[src/rtl/parser_pkg.sv]
`default_nettype none
// ============================================================================
// parser_pkg: shared types and helpers for seq_stream_parser.     Rev 1.0
// ============================================================================
package parser_pkg;

  localparam int HDR_BYTES = 8;

  typedef enum logic [1:0] {
    IDLE = 2'd0,
    HDR2 = 2'd1,
    DATA = 2'd2
  } rx_state_t;

  // Link words carry little-endian fields; this restores numeric order.
  function automatic logic [31:0] byteSwap(input logic [31:0] word);
    return {word[7:0], word[15:8], word[23:16], word[31:24]};
  endfunction

endpackage
`default_nettype wire

[src/rtl/parser_out_fifo.sv]
`default_nettype none
// ============================================================================
// parser_out_fifo: synchronous FIFO of completed packet entries.   Rev 1.0
// ============================================================================
module parser_out_fifo #(
  parameter type ENTRY_T    = logic,
  parameter int  FIFO_DEPTH = 2
) (
  input  logic   clk,
  input  logic   reset_b,
  input  logic   push,
  input  ENTRY_T pushData,
  input  logic   pop,
  output ENTRY_T head,
  output logic   full,
  output logic   empty
);

  localparam int c_PTR_W = $clog2(FIFO_DEPTH);

  ENTRY_T               r_mem [FIFO_DEPTH];
  logic [c_PTR_W-1:0]   r_wrPtr;
  logic [c_PTR_W-1:0]   r_rdPtr;
  logic [c_PTR_W:0]     r_count;
  logic                 w_doPush;
  logic                 w_doPop;

  assign w_doPush = push & ~full;
  assign w_doPop  = pop & ~empty;
  assign full     = (r_count == (c_PTR_W+1)'(FIFO_DEPTH));
  assign empty    = (r_count == '0);
  assign head     = r_mem[r_rdPtr];

  // Depth is a power of two, so the pointers wrap on their own.
  always_ff @(posedge clk or negedge reset_b) begin
    if (!reset_b) begin
      r_wrPtr <= '0;
      r_rdPtr <= '0;
      r_count <= '0;
    end else begin
      if (w_doPush) r_wrPtr <= r_wrPtr + 1'b1;
      if (w_doPop)  r_rdPtr <= r_rdPtr + 1'b1;
      case ({w_doPush, w_doPop})
        2'b10:   r_count <= r_count + 1'b1;
        2'b01:   r_count <= r_count - 1'b1;
        default: r_count <= r_count;
      endcase
    end
  end

  always_ff @(posedge clk) begin
    if (w_doPush) r_mem[r_wrPtr] <= pushData;
  end

endmodule
`default_nettype wire

[src/rtl/seq_stream_parser.sv]
`default_nettype none
// ============================================================================
// seq_stream_parser: length-prefixed packet reassembly with per-stream
// sequence check. Define PARSER_STATS_EN for stat_* counters.      Rev 1.0
// ============================================================================
module seq_stream_parser
  import parser_pkg::*;
#(
  parameter int NUM_STREAMS = 32,
  parameter int MAX_PAYLOAD = 37,
  parameter int FIFO_DEPTH  = 2
) (
  input  logic                             clk,
  input  logic                             reset_b,
  input  logic [31:0]                      dataIn,
  input  logic                             dataIn_val,
  output logic                             dataIn_ready,
  input  logic                             dataIN_last,
  output logic [0:8*MAX_PAYLOAD-1]         dataOut,
  output logic [$clog2(MAX_PAYLOAD+1)-1:0] dataOut_bytes,
  output logic [15:0]                      dataOut_stream,
  output logic [31:0]                      dataOut_gap,
  output logic                             packetLost,
  output logic                             badLength,
  output logic                             dataOut_val,
`ifdef PARSER_STATS_EN
  output logic [31:0]                      stat_pkts,
  output logic [31:0]                      stat_lost,
  output logic [31:0]                      stat_bad,
`endif
  input  logic                             dataOut_ready
);

  localparam int          c_BYTES_W = $clog2(MAX_PAYLOAD + 1);
  localparam int          c_SID_W   = $clog2(NUM_STREAMS);
  localparam logic [15:0] c_MIN_LEN = 16'(HDR_BYTES + 1);
  localparam logic [15:0] c_MAX_LEN = 16'(HDR_BYTES + MAX_PAYLOAD);

  typedef struct packed {
    logic [0:8*MAX_PAYLOAD-1] payload;
    logic [c_BYTES_W-1:0]     bytes;
    logic [15:0]              stream;
    logic [31:0]              gap;
    logic                     lost;
    logic                     bad;
  } pkt_entry_t;

  rx_state_t                r_state;
  rx_state_t                w_nextState;
  logic [15:0]              r_len;
  logic [15:0]              r_sid;
  logic [31:0]              r_seq;
  logic [13:0]              r_wordIdx;
  logic [0:8*MAX_PAYLOAD-1] r_payload;
  logic [0:8*MAX_PAYLOAD-1] w_merged;
  logic [31:0]              r_seqTable [NUM_STREAMS];
  logic                     r_readyEn;

  logic                     w_accept;
  logic                     w_push;
  logic                     w_pop;
  logic                     w_full;
  logic                     w_empty;
  logic                     w_bad;
  logic                     w_lenOk;
  logic                     w_sidOk;
  logic                     w_tailOk;
  logic [15:0]              w_hdrLen;
  logic [15:0]              w_hdrSid;
  logic [15:0]              w_rem;
  logic signed [19:0]       w_left;
  logic [c_SID_W-1:0]       w_sidIdx;
  logic [31:0]              w_gap;
  pkt_entry_t               w_entry;
  pkt_entry_t               w_head;

  assign w_accept     = dataIn_val & dataIn_ready;
  assign dataIn_ready = r_readyEn & ~w_full;
  assign w_hdrLen     = {dataIn[23:16], dataIn[31:24]};
  assign w_hdrSid     = {dataIn[7:0], dataIn[15:8]};
  assign w_rem        = r_len - 16'(HDR_BYTES);
  assign w_lenOk      = (r_len >= c_MIN_LEN) && (r_len <= c_MAX_LEN);
  assign w_sidOk      = (r_sid < 16'(NUM_STREAMS));
  assign w_sidIdx     = r_sid[c_SID_W-1:0];
  assign w_gap        = r_seq - r_seqTable[w_sidIdx];
  // Bytes of the remainder still owed when the current data word arrives.
  assign w_left       = $signed({4'd0, r_len}) - $signed(20'd8)
                      - $signed({4'd0, r_wordIdx, 2'b00});
  assign w_tailOk     = (w_left >= 20'sd1) && (w_left <= 20'sd4);

  always_ff @(posedge clk or negedge reset_b) begin
    if (!reset_b) r_state <= IDLE;
    else          r_state <= w_nextState;
  end

  always_comb begin
    w_nextState = r_state;
    if (w_accept) begin
      case (r_state)
        IDLE:    if (!dataIN_last) w_nextState = HDR2;
        HDR2:    w_nextState = dataIN_last ? IDLE : DATA;
        DATA:    if (dataIN_last) w_nextState = IDLE;
        default: w_nextState = IDLE;
      endcase
    end
  end

  always_comb begin
    w_merged = r_payload;
    for (int b = 0; b < MAX_PAYLOAD; b++) begin
      if (b / 4 == int'(r_wordIdx)) w_merged[8*b +: 8] = dataIn[31 - 8*(b % 4) -: 8];
    end
  end

  // A packet ends on any accepted last beat; ending before DATA is malformed.
  always_comb begin
    w_push         = w_accept & dataIN_last;
    w_bad          = (r_state != DATA) | ~w_lenOk | ~w_tailOk | ~w_sidOk;
    w_entry        = '0;
    w_entry.stream = (r_state == IDLE) ? w_hdrSid : r_sid;
    if (w_bad) begin
      w_entry.payload = '1;
      w_entry.bad     = 1'b1;
    end else begin
      w_entry.payload = w_merged;
      for (int b = 0; b < MAX_PAYLOAD; b++) begin
        if (16'(b) >= w_rem) w_entry.payload[8*b +: 8] = 8'h00;
      end
      w_entry.bytes = w_rem[c_BYTES_W-1:0];
      w_entry.gap   = w_gap;
      w_entry.lost  = |w_gap;
    end
  end

  always_ff @(posedge clk or negedge reset_b) begin
    if (!reset_b) begin
      r_len     <= '0;
      r_sid     <= '0;
      r_seq     <= '0;
      r_wordIdx <= '0;
      r_payload <= '0;
      r_readyEn <= 1'b0;
      for (int i = 0; i < NUM_STREAMS; i++) r_seqTable[i] <= '0;
    end else begin
      r_readyEn <= 1'b1;
      if (w_accept) begin
        case (r_state)
          IDLE: begin
            r_len     <= w_hdrLen;
            r_sid     <= w_hdrSid;
            r_wordIdx <= '0;
          end
          HDR2: r_seq <= byteSwap(dataIn);
          DATA: begin
            r_payload <= w_merged;
            if (r_wordIdx != '1) r_wordIdx <= r_wordIdx + 1'b1;
          end
          default: ;
        endcase
      end
      if (w_push && !w_bad) r_seqTable[w_sidIdx] <= r_seq + 32'd1;
    end
  end

  assign w_pop = dataOut_ready & ~w_empty;

  parser_out_fifo #(
    .ENTRY_T    (pkt_entry_t),
    .FIFO_DEPTH (FIFO_DEPTH)
  ) u_outFifo (
    .clk      (clk),
    .reset_b  (reset_b),
    .push     (w_push),
    .pushData (w_entry),
    .pop      (w_pop),
    .head     (w_head),
    .full     (w_full),
    .empty    (w_empty)
  );

  assign dataOut_val = ~w_empty;

  always_comb begin
    dataOut        = '0;
    dataOut_bytes  = '0;
    dataOut_stream = '0;
    dataOut_gap    = '0;
    packetLost     = 1'b0;
    badLength      = 1'b0;
    if (!w_empty) begin
      dataOut        = w_head.payload;
      dataOut_bytes  = w_head.bytes;
      dataOut_stream = w_head.stream;
      dataOut_gap    = w_head.gap;
      packetLost     = w_head.lost;
      badLength      = w_head.bad;
    end
  end

`ifdef PARSER_STATS_EN
  logic [31:0] r_statPkts;
  logic [31:0] r_statLost;
  logic [31:0] r_statBad;

  always_ff @(posedge clk or negedge reset_b) begin
    if (!reset_b) begin
      r_statPkts <= '0;
      r_statLost <= '0;
      r_statBad  <= '0;
    end else if (w_push) begin
      if (w_bad) begin
        if (r_statBad != '1) r_statBad <= r_statBad + 32'd1;
      end else begin
        if (r_statPkts != '1) r_statPkts <= r_statPkts + 32'd1;
        if ((|w_gap) && (r_statLost != '1)) r_statLost <= r_statLost + 32'd1;
      end
    end
  end

  assign stat_pkts = r_statPkts;
  assign stat_lost = r_statLost;
  assign stat_bad  = r_statBad;
`endif

endmodule
`default_nettype wire

[config.mk]
export PLATFORM = sky130hd
export DESIGN_NAME = seq_stream_parser
export DESIGN_NICKNAME = d
export VERILOG_FILES = /design/src/rtl/parser_pkg.sv /design/src/rtl/parser_out_fifo.sv /design/src/rtl/seq_stream_parser.sv
export SDC_FILE = /design/constraint.sdc
export NUM_CORES = 2
export LEC_CHECK = 0
export BUFFER_PORTS_ARGS = -buffer_cell sky130_fd_sc_hd__buf_2
export CAP_MARGIN = 20
export CORE_MARGIN = 2
export CORE_UTILIZATION = 60
export DETAILED_ROUTE_END_ITERATION = 7
export HOLD_SLACK_MARGIN = 0.02
export PLACE_DENSITY = 0.81
export SLEW_MARGIN = 20
export SYNTH_ARGS = -nofsm -noshare
export SYNTH_HDL_FRONTEND = slang
export SYNTH_SLANG_ARGS = --single-unit
[constraint.sdc]
create_clock -name clk -period 54.9 [get_ports clk]
set_clock_uncertainty 0.2 [all_clocks]
set_input_delay 2.745 -clock clk [delete_from_list [all_inputs] [get_ports clk]]
set_output_delay 2.745 -clock clk [all_outputs]
set_load 0.01 [all_outputs]
======== Word level (Yosys, flattened, before mapping) ========
Memory sizes are Yosys's and may differ from the RTL's.
Cells that the tools add are included.
cells by class
  add/sub/neg operators ................... 10
  reductions and logical operators ........ 16
  shift-type cells ........................ 0
  eq/ne operators ......................... 19
  magnitude comparators ................... 44
  multipliers ............................. 0
  divide/modulo/power cells ............... 0
  muxes and demuxes ....................... 100
  bitwise gates (word level) .............. 15
operator list
  kind                                                                                   number
  1024-bit bitwise mux                                                                   1
  296-bit 2-to-1 mux                                                                     2
  8-bit 2-to-1 mux                                                                       74
  5-bit by 16-bit greater-or-equal comparator with 1-bit output (first input constant)   16
  32-bit binary-select mux with 5-bit select                                             1
  32-bit demux with 5-bit select                                                         1
  4-bit by 16-bit greater-or-equal comparator with 1-bit output (first input constant)   8
  32-bit 2-to-1 mux                                                                      4
  6-bit by 16-bit greater-or-equal comparator with 1-bit output (first input constant)   5
  3-bit by 16-bit greater-or-equal comparator with 1-bit output (first input constant)   4
  4-bit by 14-bit == test with 1-bit output (first input constant)                       4
  33-bit 2-to-1 mux                                                                      1
  32-bit by 1-bit adder with 32-bit output (second input constant)                       1
  1-bit by 16-bit greater-or-equal comparator with 1-bit output (first input constant)   2
  2-bit by 16-bit greater-or-equal comparator with 1-bit output (first input constant)   2
  16-bit 2-to-1 mux                                                                      2
  32-bit OR reduction                                                                    1
  32-bit subtractor                                                                      1
  3-bit by 14-bit == test with 1-bit output (first input constant)                       2
  5-bit by 14-bit == test with 1-bit output (first input constant)                       2
  14-bit case mux with 2 select lines                                                    1
  18-bit by 2-bit greater-or-equal comparator with 1-bit output (second input constant)  1
  18-bit by 4-bit less-or-equal comparator with 1-bit output (second input constant)     1
  17-bit by 17-bit subtractor with 18-bit output                                         1
  other kinds (33)                                                                       66
word-level totals
  bits of input ports ..................... 37
  output and inout bits ................... 354
  register bits ........................... 1,405
  memory bits (writable) .................. 704
  bits in latches ......................... 0
  memories kept ........................... 1
  word-level logic and storage cells ...... 247
  ROM bits ................................ 0
memories
  name             depth  width  read ports  clocked after Yosys merged registers in  write ports  line                   source
  u_outFifo.r_mem  2      352    1           0                                        1            parser_out_fifo.sv:21  ENTRY_T r_mem [FIFO_DEPTH];

======== Longest topological paths before layout ========
  word-level depth ........................ 9
  gate-level depth with buffers ........... 21
  gate-level depth less buffers ........... 16

======== By module ========
A second synthesis with hierarchy kept.
unflattened totals
  cell total of the unflattened synthesis .. 6,612
  area, all modules ....................... 97,928.9 um2
by module, submodules not included
  module             times used  seq. area each (um2)  area an instance (um2)  cells an instance
  seq_stream_parser  1           35,058.6              71,676.2                5,499
  parser_out_fifo    1           21,240.4              26,252.7                1,113

======== Least setup slack after synthesis ========
No wires, ideal clock.
  path kind ............................... input-to-reg
  from .................................... input dataIn_val
  to ...................................... memory u_outFifo.r_mem[0][0] (netlist name), enable pin
  setup time .............................. 1.074 ns
  slack ................................... 35.229 ns
  buffers on the path ..................... 3
  cell stages on the path ................. 7
  data arrival time ....................... 18.397 ns
  required time ........................... 53.626 ns
  path through ............................ and3_1 > clkbuf_1 > and2_1 > clkbuf_1 > clkbuf_1 > inv_1 > nor2_1
between the ends
  cells in the longest elaborated chain, start to end .. 5
RTL lines
  element                                 line                      source
  start, declared                         seq_stream_parser.sv:16   input logic dataIn_val,
  1-bit bitwise AND                       seq_stream_parser.sv:77   assign w_accept = dataIn_val & dataIn_ready;
  1-bit bitwise AND                       seq_stream_parser.sv:117  w_push = w_accept & dataIN_last;
  1-bit bitwise AND                       parser_out_fifo.sv:28     assign w_doPush = push & ~full;
  1-bit 2-to-1 mux                        parser_out_fifo.sv:52     if (w_doPush) r_mem[r_wrPtr] <= pushData;
  1-bit 2-to-1 mux (implied by the code)  parser_out_fifo.sv:52
  end, declared                           parser_out_fifo.sv:21
Every way passes these cells.

==> impl_metrics.toml <==
[setup_path]
worstPathArrival_ps = 8080
endpoint_kind = "register"
worst-path-max-fanout = 47
crit_required_ps = 55230
startpoint_type = "register"
critical_path_class = "reg -> reg"
r2r_slack_ps = 47150

[synthesis]
synth_area_leaders = "dfrtp_1, edfxtp_1, mux2_4"
synth_edf_count = 704
synth_ff_type = "dfrtp_1"
syn_avg_cell_area_sq_um = 15.1
synthMostInstantiatedCell = "dfrtp_1"
netlist_area_sq_um = 101000
yosysSeqAreaShare = 0.560
yosys.area.top_type_share = 0.350
synth_seq_cells = 2109
synth_cell_types = 80
postSynth.asyncResetShare = 0.666
ys_warn_count = 0
synth_nets = 6765
synth_area_leader_cell = "dfrtp_1"
synth_common_cells = "dfrtp_1, mux2_4, edfxtp_1"
synthCells = 6671

[floorplan]
coreArea_sq_um = 167000
pin_count = 391
rows = 150
dieHeight_microns = 413
die_w_microns = 413
die_area_sq_um = 171000
initial_utilization = 0.603

[route]
drt-initial-drc-count = 6293
avgRoutedWirePerCell_microns = 29.0
routed_wl_microns = 268000
vias_per_cell = 6.51
final_antenna_net_count = 0
vias = 60300
dr.pass1.iters = 8
drc = 0

[place]
gp_congestion = 0.891
dp.final_hpwl_microns = 155000
io_buffers = 390
dp_cells = 8850

[timing]
setup_viol = 0
tns_ps = 0
finalHoldViolCount = 0
maxClockFrequency_mhz = 129
maxSlewHeadroom = 0.0847
min_period_ps = 7750
finalCritPeriodShare = 0.141
tightest_slew_ps = 1370
rsz0062_at_grt = "false"
final-max-slew-violation-count = 0

[power]
power_density_nw_per_um2 = 43.5
p_leak_nw = 46.0
vdd_drop_max_v = 0.0000521
comb_power_share = 0.326
p_switching_mw = 1.77
clkPwrFrac = 0.301
sequentialPowerShare = 0.373
p_sw_frac = 0.365
internal_power_mw = 3.08

[global_route]
grt_antenna_before_repair = 10
grtUsageMet2 = 0.493
use_met3 = 0.0674
grt_pass1_vias = 61100
grt-ovfl-total = 0
grt_pass1_wl_microns = 398000
grt_max_degree = 255
grt_busiest_layer = "met2"
grtUsageTotal = 0.312
grt.met1_usage = 0.418

[clocking]
htreeDepth = 4
cts_hold_buffers = 0
cts_root_buffer = "clkbuf_16"
clk_pin_slew_ps = 60
clock_path_buffers = 3
post_cts_buffers = 0
post_cts_resized = 0
numCtsBuffers = 206
worst_skew_pair.late_latency_ps = 880
cts.sinks = 2109
cts_tree = "built"

[final_layout]
finalNonFillerCells = 9249
seqCellArea_sq_um = 56300
final_nets = 6951
filler_cell_count = 11100
syn_to_final_growth_pct = 10.8
drive_gt1_frac = 0.374
multi_input_area_sq_um = 41700

[status]
outcome = "completed"

[hold_path]
hp-class = "reg -> reg"

[job]
drv_cap = 0
power groups by stage:
stage               clock network, mW  registers (mW)  logic [mW]
finish                           1.46            1.81        1.58
global route                     1.53            1.82        1.68
CTS                              1.47            1.81        1.57
detailed placement                  0            1.84        1.56
global placement                    0            1.83        1.54
floorplan                           0            1.79        1.07
metrics by stage:
step | hold WS [ps] | util | setup slack [ps] | area [sq um] | power, mW
after floorplan | 253 | - | 35230 | 101000 | 2.85
after global routing | 305 | 0.667 | 46520 | 111000 | 5.03
after detailed placement | 273 | 0.624 | 46830 | 104000 | 3.40
after CTS | 287 | 0.667 | 47120 | 111000 | 4.84
final | 284 | 0.667 | 47150 | 111000 | 4.84
after global placement | 263 | 0.624 | 46900 | 104000 | 3.37
critical path: stages (launching register included):
cell	delay [ps]
dfrtp_4	980
buf_4	720
buf_4	700
mux4_2	580
a22o_1	240
a221oi_1	240
and3_1	420
ha_1	390
a21oi_1	310
o21a_1	240
o221a_2	240
a31oi_1	230
a2111oi_0	830
xnor2_1	240
nand4_1	120
nor4_1	400
a41oi_1	220
cells by family (layout without fill, tap and decap cells):
| group | after synthesis | count (layout) | synth area share |
|---|---|---|---|
| mux | 2295 | 2295 | 0.309 |
| flops | 2109 | 2109 | 0.560 |
| simple gates | 850 | 850 | 0.0387 |
| compound gates | 663 | 663 | 0.0473 |
| buf+inv | 615 | 984 | 0.0303 |
| xor+xnor | 81 | 81 | 0.00706 |
| fa+ha+maj | 57 | 57 | 0.00724 |
| other cells | 1 | 6 | 0.0000373 |
sequential cells by signal (all words and copies together), names as in the netlist:
register and cells:
r_len 16, r_seq 32, r_wordIdx 14, u_outFifo.r_count 2
u_outFifo.r_mem 704, r_readyEn 1, u_outFifo.r_rdPtr 1, r_seqTable 1024
u_outFifo.r_wrPtr 1, r_payload 296, r_sid 16, r_state 2
layout make-up:
type	count	area share
Inverter	44	0.00148
Clock inverter	102	0.0107
Clock buffer	289	0.0527
Antenna cell	5	0.000112
Tap cell	2204	0.0248
Multi-Input combinational cell	3947	0.374
Timing Repair Buffer	549	0.0300
Sequential cell	2109	0.506
per-layer routing:
layer	wire [microns]	up-vias
met3	21800	641
met1	106000	31800
met4	12100	6
met2	128000	2798
met5	40	-
li1	-	25000
final timing paths:
kind                                      start                     to  depth (start not counted)
max in group asynchronous               reset_b        r_seqTable[756]                          5
worst max register to register         r_sid[0]  u_outFifo.r_mem[1][1]                         16
worst max-delay path                   r_sid[0]  u_outFifo.r_mem[1][1]                         16
worst min register to register  r_seqTable[158]        r_seqTable[158]                          1
min in group asynchronous               reset_b         r_payload[225]                          1
worst min-delay path            r_seqTable[158]        r_seqTable[158]                          1
layout by cell type, fill, tap and decap left out, drive strengths merged, types with 73 or more instances in the layout:
master  synthesis  routed
buf           180     549
clkbuf        391     289
clkinv          3      73
dfrtp        1405    1405
edfxtp        704     704
mux2         1389    1389
mux2i         656     656
mux4          250     250
nand2         103     103
nor2          458     458
o21ai         335     335
Power figures use the tool's default switching activity.
